## config.mk

```make
export PLATFORM = sky130hd
export DESIGN_NAME = solver_scheduler_flat
export DESIGN_NICKNAME = d
export VERILOG_FILES = /design/src/rtl/solver_scheduler_if.sv /design/src/rtl/solver_scheduler.sv /design/src/flat_wrapper.sv
export SDC_FILE = /design/constraint.sdc
export NUM_CORES = 1
export LEC_CHECK = 0
export CAP_MARGIN = 20
export CORE_AREA = 2 2 224 226
export CTS_CLUSTER_SIZE = 16
export DETAILED_ROUTE_END_ITERATION = 8
export DIE_AREA = 0 0 226 228
export PLACE_DENSITY = 0.54
export SLEW_MARGIN = 20
export SYNTH_ARGS = -nofsm -noshare
export SYNTH_HDL_FRONTEND = slang
export SYNTH_SLANG_ARGS = --single-unit
```

## constraint.sdc

```tcl
create_clock -name Clk -period 13.1 [get_ports Clk]
set_input_delay 3.275 -clock Clk [delete_from_list [all_inputs] [get_ports Clk]]
set_output_delay 3.275 -clock Clk [all_outputs]
set_load 0.01 [all_outputs]
```

## src/rtl/solver_scheduler_if.sv

```systemverilog
// Request/response/operand bundle between the two requesters, the scheduler
// and the shared Solver.
//   slave  : scheduler side (accepts requests, drives operands and responses)
//   master : requester/Solver side
// Parameters: RAW_W plaintext width, ENC_W ciphertext width, CNT_W job counter width.
interface solver_scheduler_if #(
  parameter int unsigned RAW_W = 60,
  parameter int unsigned ENC_W = 78,
  parameter int unsigned CNT_W = 16
);
  logic             enc_req_valid;
  logic             enc_req_ready;
  logic [RAW_W-1:0] enc_req_data;
  logic             dec_req_valid;
  logic             dec_req_ready;
  logic [ENC_W-1:0] dec_req_data;
  logic [RAW_W-1:0] sol_data_raw;
  logic [ENC_W-1:0] sol_data_enc;
  logic [ENC_W-1:0] sol_out_enc;
  logic [RAW_W-1:0] sol_out_raw;
  logic             enc_rsp_valid;
  logic             enc_rsp_ready;
  logic [ENC_W-1:0] enc_rsp_data;
  logic             dec_rsp_valid;
  logic             dec_rsp_ready;
  logic [RAW_W-1:0] dec_rsp_data;
  logic             busy;
  logic [CNT_W-1:0] done_cnt;

  modport slave (
    input  enc_req_valid, enc_req_data, dec_req_valid, dec_req_data,
    input  sol_out_enc, sol_out_raw, enc_rsp_ready, dec_rsp_ready,
    output enc_req_ready, dec_req_ready, sol_data_raw, sol_data_enc,
    output enc_rsp_valid, enc_rsp_data, dec_rsp_valid, dec_rsp_data,
    output busy, done_cnt
  );

  modport master (
    output enc_req_valid, enc_req_data, dec_req_valid, dec_req_data,
    output sol_out_enc, sol_out_raw, enc_rsp_ready, dec_rsp_ready,
    input  enc_req_ready, dec_req_ready, sol_data_raw, sol_data_enc,
    input  enc_rsp_valid, enc_rsp_data, dec_rsp_valid, dec_rsp_data,
    input  busy, done_cnt
  );
endinterface

```

## src/rtl/solver_scheduler.sv

```systemverilog
// solver_scheduler: shares one Solver between an encrypt and a decrypt requester.
// Arbitrates in IDLE, loads the Solver operand register, waits SOLVER_LAT cycles
// for the Solver outputs to settle, captures the result and holds it on the
// matching response channel until it is consumed. One job in flight.
// Ports:
//   Clk  rising-edge clock
//   Rst  asynchronous active-high reset
//   bus  solver_scheduler_if.slave: enc/dec request and response handshakes,
//        Solver operand outputs and result inputs, busy, done_cnt
// Configuration macro: SCHED_ROUND_ROBIN_EN -- when defined, simultaneous
//   requests alternate against the last granted channel; otherwise encrypt
//   always wins ties.
module solver_scheduler #(
  parameter int unsigned RAW_W      = 60,
  parameter int unsigned ENC_W      = 78,
  parameter int unsigned SOLVER_LAT = 4,
  parameter int unsigned CNT_W      = 16
) (
  input logic               Clk,
  input logic               Rst,
  solver_scheduler_if.slave bus
);
  localparam int unsigned LAT_W = (SOLVER_LAT > 1) ? $clog2(SOLVER_LAT) : 1;
  localparam logic OP_ENC = 1'b0;
  localparam logic OP_DEC = 1'b1;

  typedef enum logic [1:0] {
    S_IDLE = 2'd0,
    S_WAIT = 2'd1,
    S_RESP = 2'd2
  } stateT;

  stateT            state, stateNext;
  logic [LAT_W-1:0] cnt, cntNext;
  logic             curOp, curOpNext;
  logic             lastGrant, lastGrantNext;
  logic [RAW_W-1:0] solRaw, solRawNext;
  logic [ENC_W-1:0] solEnc, solEncNext;
  logic [ENC_W-1:0] encRspData, encRspDataNext;
  logic [RAW_W-1:0] decRspData, decRspDataNext;
  logic [CNT_W-1:0] doneCnt, doneCntNext;
  logic             encRspValid, encRspValidNext;
  logic             decRspValid, decRspValidNext;
  logic             busyQ, busyNext;
  logic             encReqReady, decReqReady;
  logic             grantEnc, grantDec, rspFire;

  // Arbitration winner among the currently valid requesters
`ifdef SCHED_ROUND_ROBIN_EN
  assign grantEnc = bus.enc_req_valid && (!bus.dec_req_valid || (lastGrant == OP_DEC));
`else
  assign grantEnc = bus.enc_req_valid;
`endif
  assign grantDec = bus.dec_req_valid && !grantEnc;

  assign rspFire = (curOp == OP_ENC) ? (encRspValid && bus.enc_rsp_ready)
                                     : (decRspValid && bus.dec_rsp_ready);

  // State and datapath registers
  always_ff @(posedge Clk or posedge Rst) begin
    if (Rst) begin
      state       <= S_IDLE;
      cnt         <= '0;
      curOp       <= OP_ENC;
      lastGrant   <= OP_DEC;
      solRaw      <= '0;
      solEnc      <= '0;
      encRspData  <= '0;
      decRspData  <= '0;
      doneCnt     <= '0;
      encRspValid <= 1'b0;
      decRspValid <= 1'b0;
      busyQ       <= 1'b0;
    end else begin
      state       <= stateNext;
      cnt         <= cntNext;
      curOp       <= curOpNext;
      lastGrant   <= lastGrantNext;
      solRaw      <= solRawNext;
      solEnc      <= solEncNext;
      encRspData  <= encRspDataNext;
      decRspData  <= decRspDataNext;
      doneCnt     <= doneCntNext;
      encRspValid <= encRspValidNext;
      decRspValid <= decRspValidNext;
      busyQ       <= busyNext;
    end
  end

  // Next-state, next-data and request-ready logic
  always_comb begin
    stateNext      = state;
    cntNext        = cnt;
    curOpNext      = curOp;
    lastGrantNext  = lastGrant;
    solRawNext     = solRaw;
    solEncNext     = solEnc;
    encRspDataNext = encRspData;
    decRspDataNext = decRspData;
    doneCntNext    = doneCnt;
    encReqReady    = 1'b0;
    decReqReady    = 1'b0;

    case (state)
      S_IDLE: begin
        encReqReady = grantEnc;
        decReqReady = grantDec;
        if (grantEnc) begin
          solRawNext = bus.enc_req_data;
          curOpNext  = OP_ENC;
          cntNext    = LAT_W'(SOLVER_LAT - 1);
          stateNext  = S_WAIT;
        end else if (grantDec) begin
          solEncNext = bus.dec_req_data;
          curOpNext  = OP_DEC;
          cntNext    = LAT_W'(SOLVER_LAT - 1);
          stateNext  = S_WAIT;
        end
      end
      S_WAIT: begin
        if (cnt == '0) begin
          if (curOp == OP_ENC) encRspDataNext = bus.sol_out_enc;
          else                 decRspDataNext = bus.sol_out_raw;
          stateNext = S_RESP;
        end else begin
          cntNext = cnt - LAT_W'(1);
        end
      end
      S_RESP: begin
        if (rspFire) begin
          doneCntNext   = doneCnt + CNT_W'(1);
          lastGrantNext = curOp;
          stateNext     = S_IDLE;
        end
      end
      default: stateNext = S_IDLE;
    endcase
  end

  // Status flags registered from the next state so they line up with it
  assign busyNext        = (stateNext != S_IDLE);
  assign encRspValidNext = (stateNext == S_RESP) && (curOpNext == OP_ENC);
  assign decRspValidNext = (stateNext == S_RESP) && (curOpNext == OP_DEC);

  assign bus.enc_req_ready = encReqReady;
  assign bus.dec_req_ready = decReqReady;
  assign bus.sol_data_raw  = solRaw;
  assign bus.sol_data_enc  = solEnc;
  assign bus.enc_rsp_valid = encRspValid;
  assign bus.enc_rsp_data  = encRspData;
  assign bus.dec_rsp_valid = decRspValid;
  assign bus.dec_rsp_data  = decRspData;
  assign bus.busy          = busyQ;
  assign bus.done_cnt      = doneCnt;
endmodule

```

## src/flat_wrapper.sv

```systemverilog
// flat-port wrapper written by rule: the top's interface ports become plain ports
module solver_scheduler_flat 
#(
  parameter int unsigned RAW_W      = 60,
  parameter int unsigned ENC_W      = 78,
  parameter int unsigned SOLVER_LAT = 4,
  parameter int unsigned CNT_W      = 16
)
  (Clk, Rst, bus_enc_req_valid, bus_enc_req_data, bus_dec_req_valid, bus_dec_req_data, bus_sol_out_enc, bus_sol_out_raw, bus_enc_rsp_ready, bus_dec_rsp_ready, bus_enc_req_ready, bus_dec_req_ready, bus_sol_data_raw, bus_sol_data_enc, bus_enc_rsp_valid, bus_enc_rsp_data, bus_dec_rsp_valid, bus_dec_rsp_data, bus_busy, bus_done_cnt);
  solver_scheduler_if #(.RAW_W(RAW_W), .ENC_W(ENC_W), .CNT_W(CNT_W)) bus_i ();
  input logic Clk;
  input logic Rst;
  input wire logic [$bits(bus_i.enc_req_valid)-1:0] bus_enc_req_valid;
  input wire logic [$bits(bus_i.enc_req_data)-1:0] bus_enc_req_data;
  input wire logic [$bits(bus_i.dec_req_valid)-1:0] bus_dec_req_valid;
  input wire logic [$bits(bus_i.dec_req_data)-1:0] bus_dec_req_data;
  input wire logic [$bits(bus_i.sol_out_enc)-1:0] bus_sol_out_enc;
  input wire logic [$bits(bus_i.sol_out_raw)-1:0] bus_sol_out_raw;
  input wire logic [$bits(bus_i.enc_rsp_ready)-1:0] bus_enc_rsp_ready;
  input wire logic [$bits(bus_i.dec_rsp_ready)-1:0] bus_dec_rsp_ready;
  output wire logic [$bits(bus_i.enc_req_ready)-1:0] bus_enc_req_ready;
  output wire logic [$bits(bus_i.dec_req_ready)-1:0] bus_dec_req_ready;
  output wire logic [$bits(bus_i.sol_data_raw)-1:0] bus_sol_data_raw;
  output wire logic [$bits(bus_i.sol_data_enc)-1:0] bus_sol_data_enc;
  output wire logic [$bits(bus_i.enc_rsp_valid)-1:0] bus_enc_rsp_valid;
  output wire logic [$bits(bus_i.enc_rsp_data)-1:0] bus_enc_rsp_data;
  output wire logic [$bits(bus_i.dec_rsp_valid)-1:0] bus_dec_rsp_valid;
  output wire logic [$bits(bus_i.dec_rsp_data)-1:0] bus_dec_rsp_data;
  output wire logic [$bits(bus_i.busy)-1:0] bus_busy;
  output wire logic [$bits(bus_i.done_cnt)-1:0] bus_done_cnt;
  assign bus_i.enc_req_valid = bus_enc_req_valid;
  assign bus_i.enc_req_data = bus_enc_req_data;
  assign bus_i.dec_req_valid = bus_dec_req_valid;
  assign bus_i.dec_req_data = bus_dec_req_data;
  assign bus_i.sol_out_enc = bus_sol_out_enc;
  assign bus_i.sol_out_raw = bus_sol_out_raw;
  assign bus_i.enc_rsp_ready = bus_enc_rsp_ready;
  assign bus_i.dec_rsp_ready = bus_dec_rsp_ready;
  assign bus_enc_req_ready = bus_i.enc_req_ready;
  assign bus_dec_req_ready = bus_i.dec_req_ready;
  assign bus_sol_data_raw = bus_i.sol_data_raw;
  assign bus_sol_data_enc = bus_i.sol_data_enc;
  assign bus_enc_rsp_valid = bus_i.enc_rsp_valid;
  assign bus_enc_rsp_data = bus_i.enc_rsp_data;
  assign bus_dec_rsp_valid = bus_i.dec_rsp_valid;
  assign bus_dec_rsp_data = bus_i.dec_rsp_data;
  assign bus_busy = bus_i.busy;
  assign bus_done_cnt = bus_i.done_cnt;
  solver_scheduler #(.RAW_W(RAW_W), .ENC_W(ENC_W), .SOLVER_LAT(SOLVER_LAT), .CNT_W(CNT_W)) u_core (.Clk(Clk), .Rst(Rst), .bus(bus_i));
endmodule
```

Word level (Yosys, flattened, before mapping)
Index checks and enable logic that the tools add are counted.
{"block": "word_totals", "reg_bits": 300, "output_inout_bits": 297, "word_cells": 52, "input_bits": 282}
{"block": "op_classes", "n_reduce_logical": 16, "addsub": 2, "n_mux": 15, "eq_ne": 5, "bitwise_logic": 3}
{"cell": "adder 16 x 1 -> 16 bit (second input constant)", "count": 1}
{"cell": "2-to-1 mux 2 bit", "count": 7}
{"cell": "AND reduction 3 bit", "count": 4}
{"cell": "2-to-1 mux 1 bit", "count": 6}
{"cell": "one-hot mux 2 bit (3 select lines)", "count": 1}
{"cell": "logical AND 1 bit", "count": 5}
{"cell": "equality test 2 bit (second input constant)", "count": 2}
{"cell": "logical NOT 2 bit", "count": 2}
{"cell": "one-hot mux 2 bit (2 select lines)", "count": 1}
{"cell": "AND reduction 2 bit", "count": 2}
{"cell": "nonzero test 2 bit", "count": 2}
{"cell": "inequality test 3 x 2 -> 1 bit (second input constant)", "count": 1}
{"cell": "NOT 1 bit", "count": 3}
{"cell": "equality test 2 x 1 -> 1 bit (second input constant)", "count": 1}
{"cell": "inequality test 2 bit (second input constant)", "count": 1}
{"cell": "subtractor 2 x 1 -> 2 bit (second input constant)", "count": 1}
{"cell": "logical NOT 1 bit", "count": 1}

Depth between registers and ports, before layout
{"block": "logic_depth", "depth_word": 7, "depth_mapped": 7, "ltp_nobuf": 5}

Least setup slack after synthesis
Ideal clock, no wire load.
{"block": "synth_timing", "kind": "input to output", "startpoint": "input port bus_dec_req_valid", "endpoint": "output port bus_dec_req_ready", "cell_stages": 4, "required_time_ps": 9825, "path_slack_ps": 6031, "t_arrival_ps": 3794, "path_buffers": 2, "cell_sequence": "nand2_1 -> nor2_2 -> buf_6 -> buf_6"}
{"block": "synth_between", "elab_chain_cells": 2}
{"item": "from (decl)", "line_no": "flat_wrapper.sv:15", "rtl": "input wire logic [$bits(bus_i.dec_req_valid)-1:0] bus_dec_req_valid;"}
{"item": "logical AND 1 bit", "line_no": "solver_scheduler.sv:54", "rtl": "assign grantDec = bus.dec_req_valid && !grantEnc;"}
{"item": "2-to-1 mux 1 bit", "line_no": "solver_scheduler.sv:104", "rtl": "case (state)"}
{"item": "to (decl)", "line_no": "flat_wrapper.sv:22", "rtl": "output wire logic [$bits(bus_i.dec_req_ready)-1:0] bus_dec_req_ready;"}
No other way between the ends.

Worst setup path in the final report
Same ends and word-level chain as after synthesis.

==> summary.md <==
| Metric | Value |
|---|---|
| Run status | completed |
| Hold Slack | 0.476 ns |
| Syn_nets | 962 |
| P_int | 3150 uW |
| # hold bufs at CTS | 0 |
| # rows | 82 |
| Worst min path class | register to register |
| Fin nets | 1556 |
| Seq cells post-synth | 300 |
| First-pass GRT wire length | 53.0 mm |
| Register area share after synthesis | 65.7% |
| # clock sinks | 300 |
| Initial DRC Count | 284 |
| Leak Pwr | 0.00783 uW |
| Total GRT Usage | 13.5% |
| Congestion Overflow GR | 0 |
| GP Congestion | 0.791 |
| Routed WL | 35.2 mm |
| PD cells | 234 nW/um2 |
| Placed Area | 17900 um2 |
| Maxcap violations | 0 |
| Most used DFF post-synth | dfrtp_1 |
| Crit path time final | 8.35 ns |
| Switching Share | 29.3% |
| Clk buf depth | 3 |
| Area Growth Syn to Fin | 67.0% |
| Final setup violation count | 0 |
| CTS root buf | clkbuf_16 |
| RSZ-0062 raised after global routing | no |
| Critical path type | input pin to output port |
| Pwr Total | 4460 uW |
| Post-synth ARST share | 100% |
| Final hold violations | 0 |
| Comb power frac | 41.9% |
| Post_cts resized | 0 |
| Clock Latency Late Sink | 0.55 ns |
| Unique masters post-synth | 36 |
| # port buffers | 578 |
| Synthesized area | 11400 um2 |
| Clock-pin slew on the worst setup and hold paths | 0.06 ns |
| Setup crit end kind | output port |
| Slew HR | 30.7% |
| Sw power | 1310 uW |
| IO Pins | 579 |
| Peak supply drop | 112 uV |
| Final worst-path cycle share | 63.7% |
| Core area | 49300 um2 |
| Fraction of layout cells with a size suffix above 1 | 24.6% |
| Total CTS buffers | 36 |
| Post-DRT Antenna Nets | 0 |
| Sequential power share | 35.9% |
| Required time of the worst setup path | 9.82 ns |
| Critical Path Start Type | input pin |
| Post-DP HPWL | 26.3 mm |
| CTS tree | built |
| Slew Viols, Final | 0 |
| Die area | 51500 um2 |
| Via count | 7842 |
| Post-CTS Repair Setup Buffers | 0 |
| WP data arrival | 5.07 ns |
| Clock share of power | 22.2% |
| Fmax | 120 MHz |
| Least-Margin Pin Slew | 1.04 ns |
| Initial core utilization | 23.2% |
| DR vias/cell | 3.98 |
| Initial antenna violation count | 3 |
| Final setup TNS | 0 ns |
| Largest net degree at the start of global routing | 107 |
| Vias in the first global route | 8506 |
| Post-Syn Instances | 678 |
| Number of synthesized flops with an enable pin | 0 |
| Post-route cell area | 19100 um2 |
| Syn_area_per_cell | 16.9 um2 |
| Crit-path max FO | 33 |
| Routed len/inst | 17.9 um |
| Die Span X | 226 um |
| Max H-tree Level | 2 |
| Fillers | 4752 |
| Die Height | 228 um |
| # DRC | 0 |
| Synth Warn # | 0 |
| DR pass1 iterations | 6 |
| Clk_skew | 0.0273 ns |
-- registers in the layout, indices dropped and copies added (netlist names) --
signal                    cells
u_core.bus.busy               1
u_core.bus.dec_rsp_data      60
u_core.bus.dec_rsp_valid      1
u_core.bus.done_cnt          16
u_core.bus.enc_rsp_data      78
u_core.bus.enc_rsp_valid      1
u_core.bus.sol_data_enc      78
u_core.bus.sol_data_raw      60
u_core.cnt                    2
u_core.curOp                  1
u_core.state                  2
-- synthesized netlist by cell type (3+ instances only) --
cell        n  area (um2)
a211oi_1    3        22.5
buf_2      12        60.1
buf_4       6        45.0
buf_6      12         135
dfrtp_1   300        7510
inv_1       5        18.8
mux2_1     32         360
mux2_2    245        2760
nand2_1     6        22.5
nand3_1     5        25.0
nor2_1      6        22.5
nor3_1      3        15.0
xnor2_1     9        78.8
xor2_1      6        52.6
-- power by group through the flow --
stage	registers, uW	logic, uW	clock network [uW]
3_3_place_gp	1600	1890	0
3_5_place_dp	1620	1900	0
5_1_grt	1670	1990	1070
4_1_cts	1610	1910	1030
6_report	1600	1870	988
2_1_floorplan	1810	562	0
-- cell type report --
class,instances,area [um2],area share (%)
clock inverters,5,57.6,0.302
well taps,672,841,4.41
inverters,5,26.3,0.138
multi-input cells,343,3680,19.3
repair buffers,586,5870,30.7
diodes,1,2.50,0.0131
flip-flops and latches,300,7510,39.3
clock buffers,58,1100,5.79
-- worst paths after layout --
| path | from | endpoint | slack [ns] | cells past startpoint |
|---|---|---|---|---|
| worst min register to register | u_core.bus.done_cnt[15] | u_core.bus.done_cnt[15] | 0.48 | 1 |
| min in group asynchronous | Rst | u_core.bus.enc_rsp_data[5] | 3.30 | 2 |
| worst max register to register | u_core.state[1] | u_core.bus.sol_data_enc[52] | 10.57 | 6 |
| worst max-delay path | bus_dec_req_valid | bus_dec_req_ready | 4.75 | 5 |
| max in group asynchronous | Rst | u_core.bus.sol_data_enc[68] | 7.75 | 5 |
| worst min-delay path | u_core.bus.done_cnt[15] | u_core.bus.done_cnt[15] | 0.48 | 1 |
-- metal layers --
metal  up-vias  wire length [um]  track usage, %
li1       3582                 -               -
met1      3892             12800            14.7
met2       299             18000            23.8
met3        65              3240            5.07
met4         4              1120            5.07
met5         -                26               0
-- worst max-delay path, stage by stage --
cell	delay, ns
clkdlybuf4s50_1	0.53
nand2_1	0.11
nor2_4	0.09
buf_4	0.42
clkdlybuf4s50_1	0.64
-- through the flow --
step	utilization [%]	worst slack [ns]	cells
floorplan	-	1.54	678
global placement	36.3	4.70	1905
detailed placement	36.3	4.70	1905
CTS	38.6	4.70	1968
global route	38.7	4.64	1970
finish	38.7	4.75	1970
-- cell families (layout without fill, tap and decap cells) --
| group | count (synthesis) | after routing | share of synthesized area [%] |
|---|---|---|---|
| XOR/XNOR | 15 | 15 | 1.15 |
| flip-flops | 300 | 300 | 65.7 |
| other | 0 | 1 | 0 |
| AO/OA/AOI/OAI | 10 | 10 | 1.01 |
| buffers and inverters | 35 | 654 | 2.27 |
| multiplexers | 277 | 277 | 27.3 |
| AND/OR/NAND/NOR | 39 | 39 | 2.39 |
| adder cells (fa/ha/maj) | 2 | 2 | 0.219 |
-- cell usage in the layout (no fill, tap or decap), types with 3 or more instances in the layout --
cell type,count
clkdlybuf4s50_1,578
dfrtp_1,300
mux2_2,245
clkbuf_16,37
mux2_1,32
clkbuf_1,11
clkbuf_8,10
xnor2_1,9
buf_4,7
nor2_1,6
nand2_1,6
xor2_1,6
inv_1,4
nand3_1,4
nor3_1,3
a211oi_1,3
(Power assumes the default switching activity.)
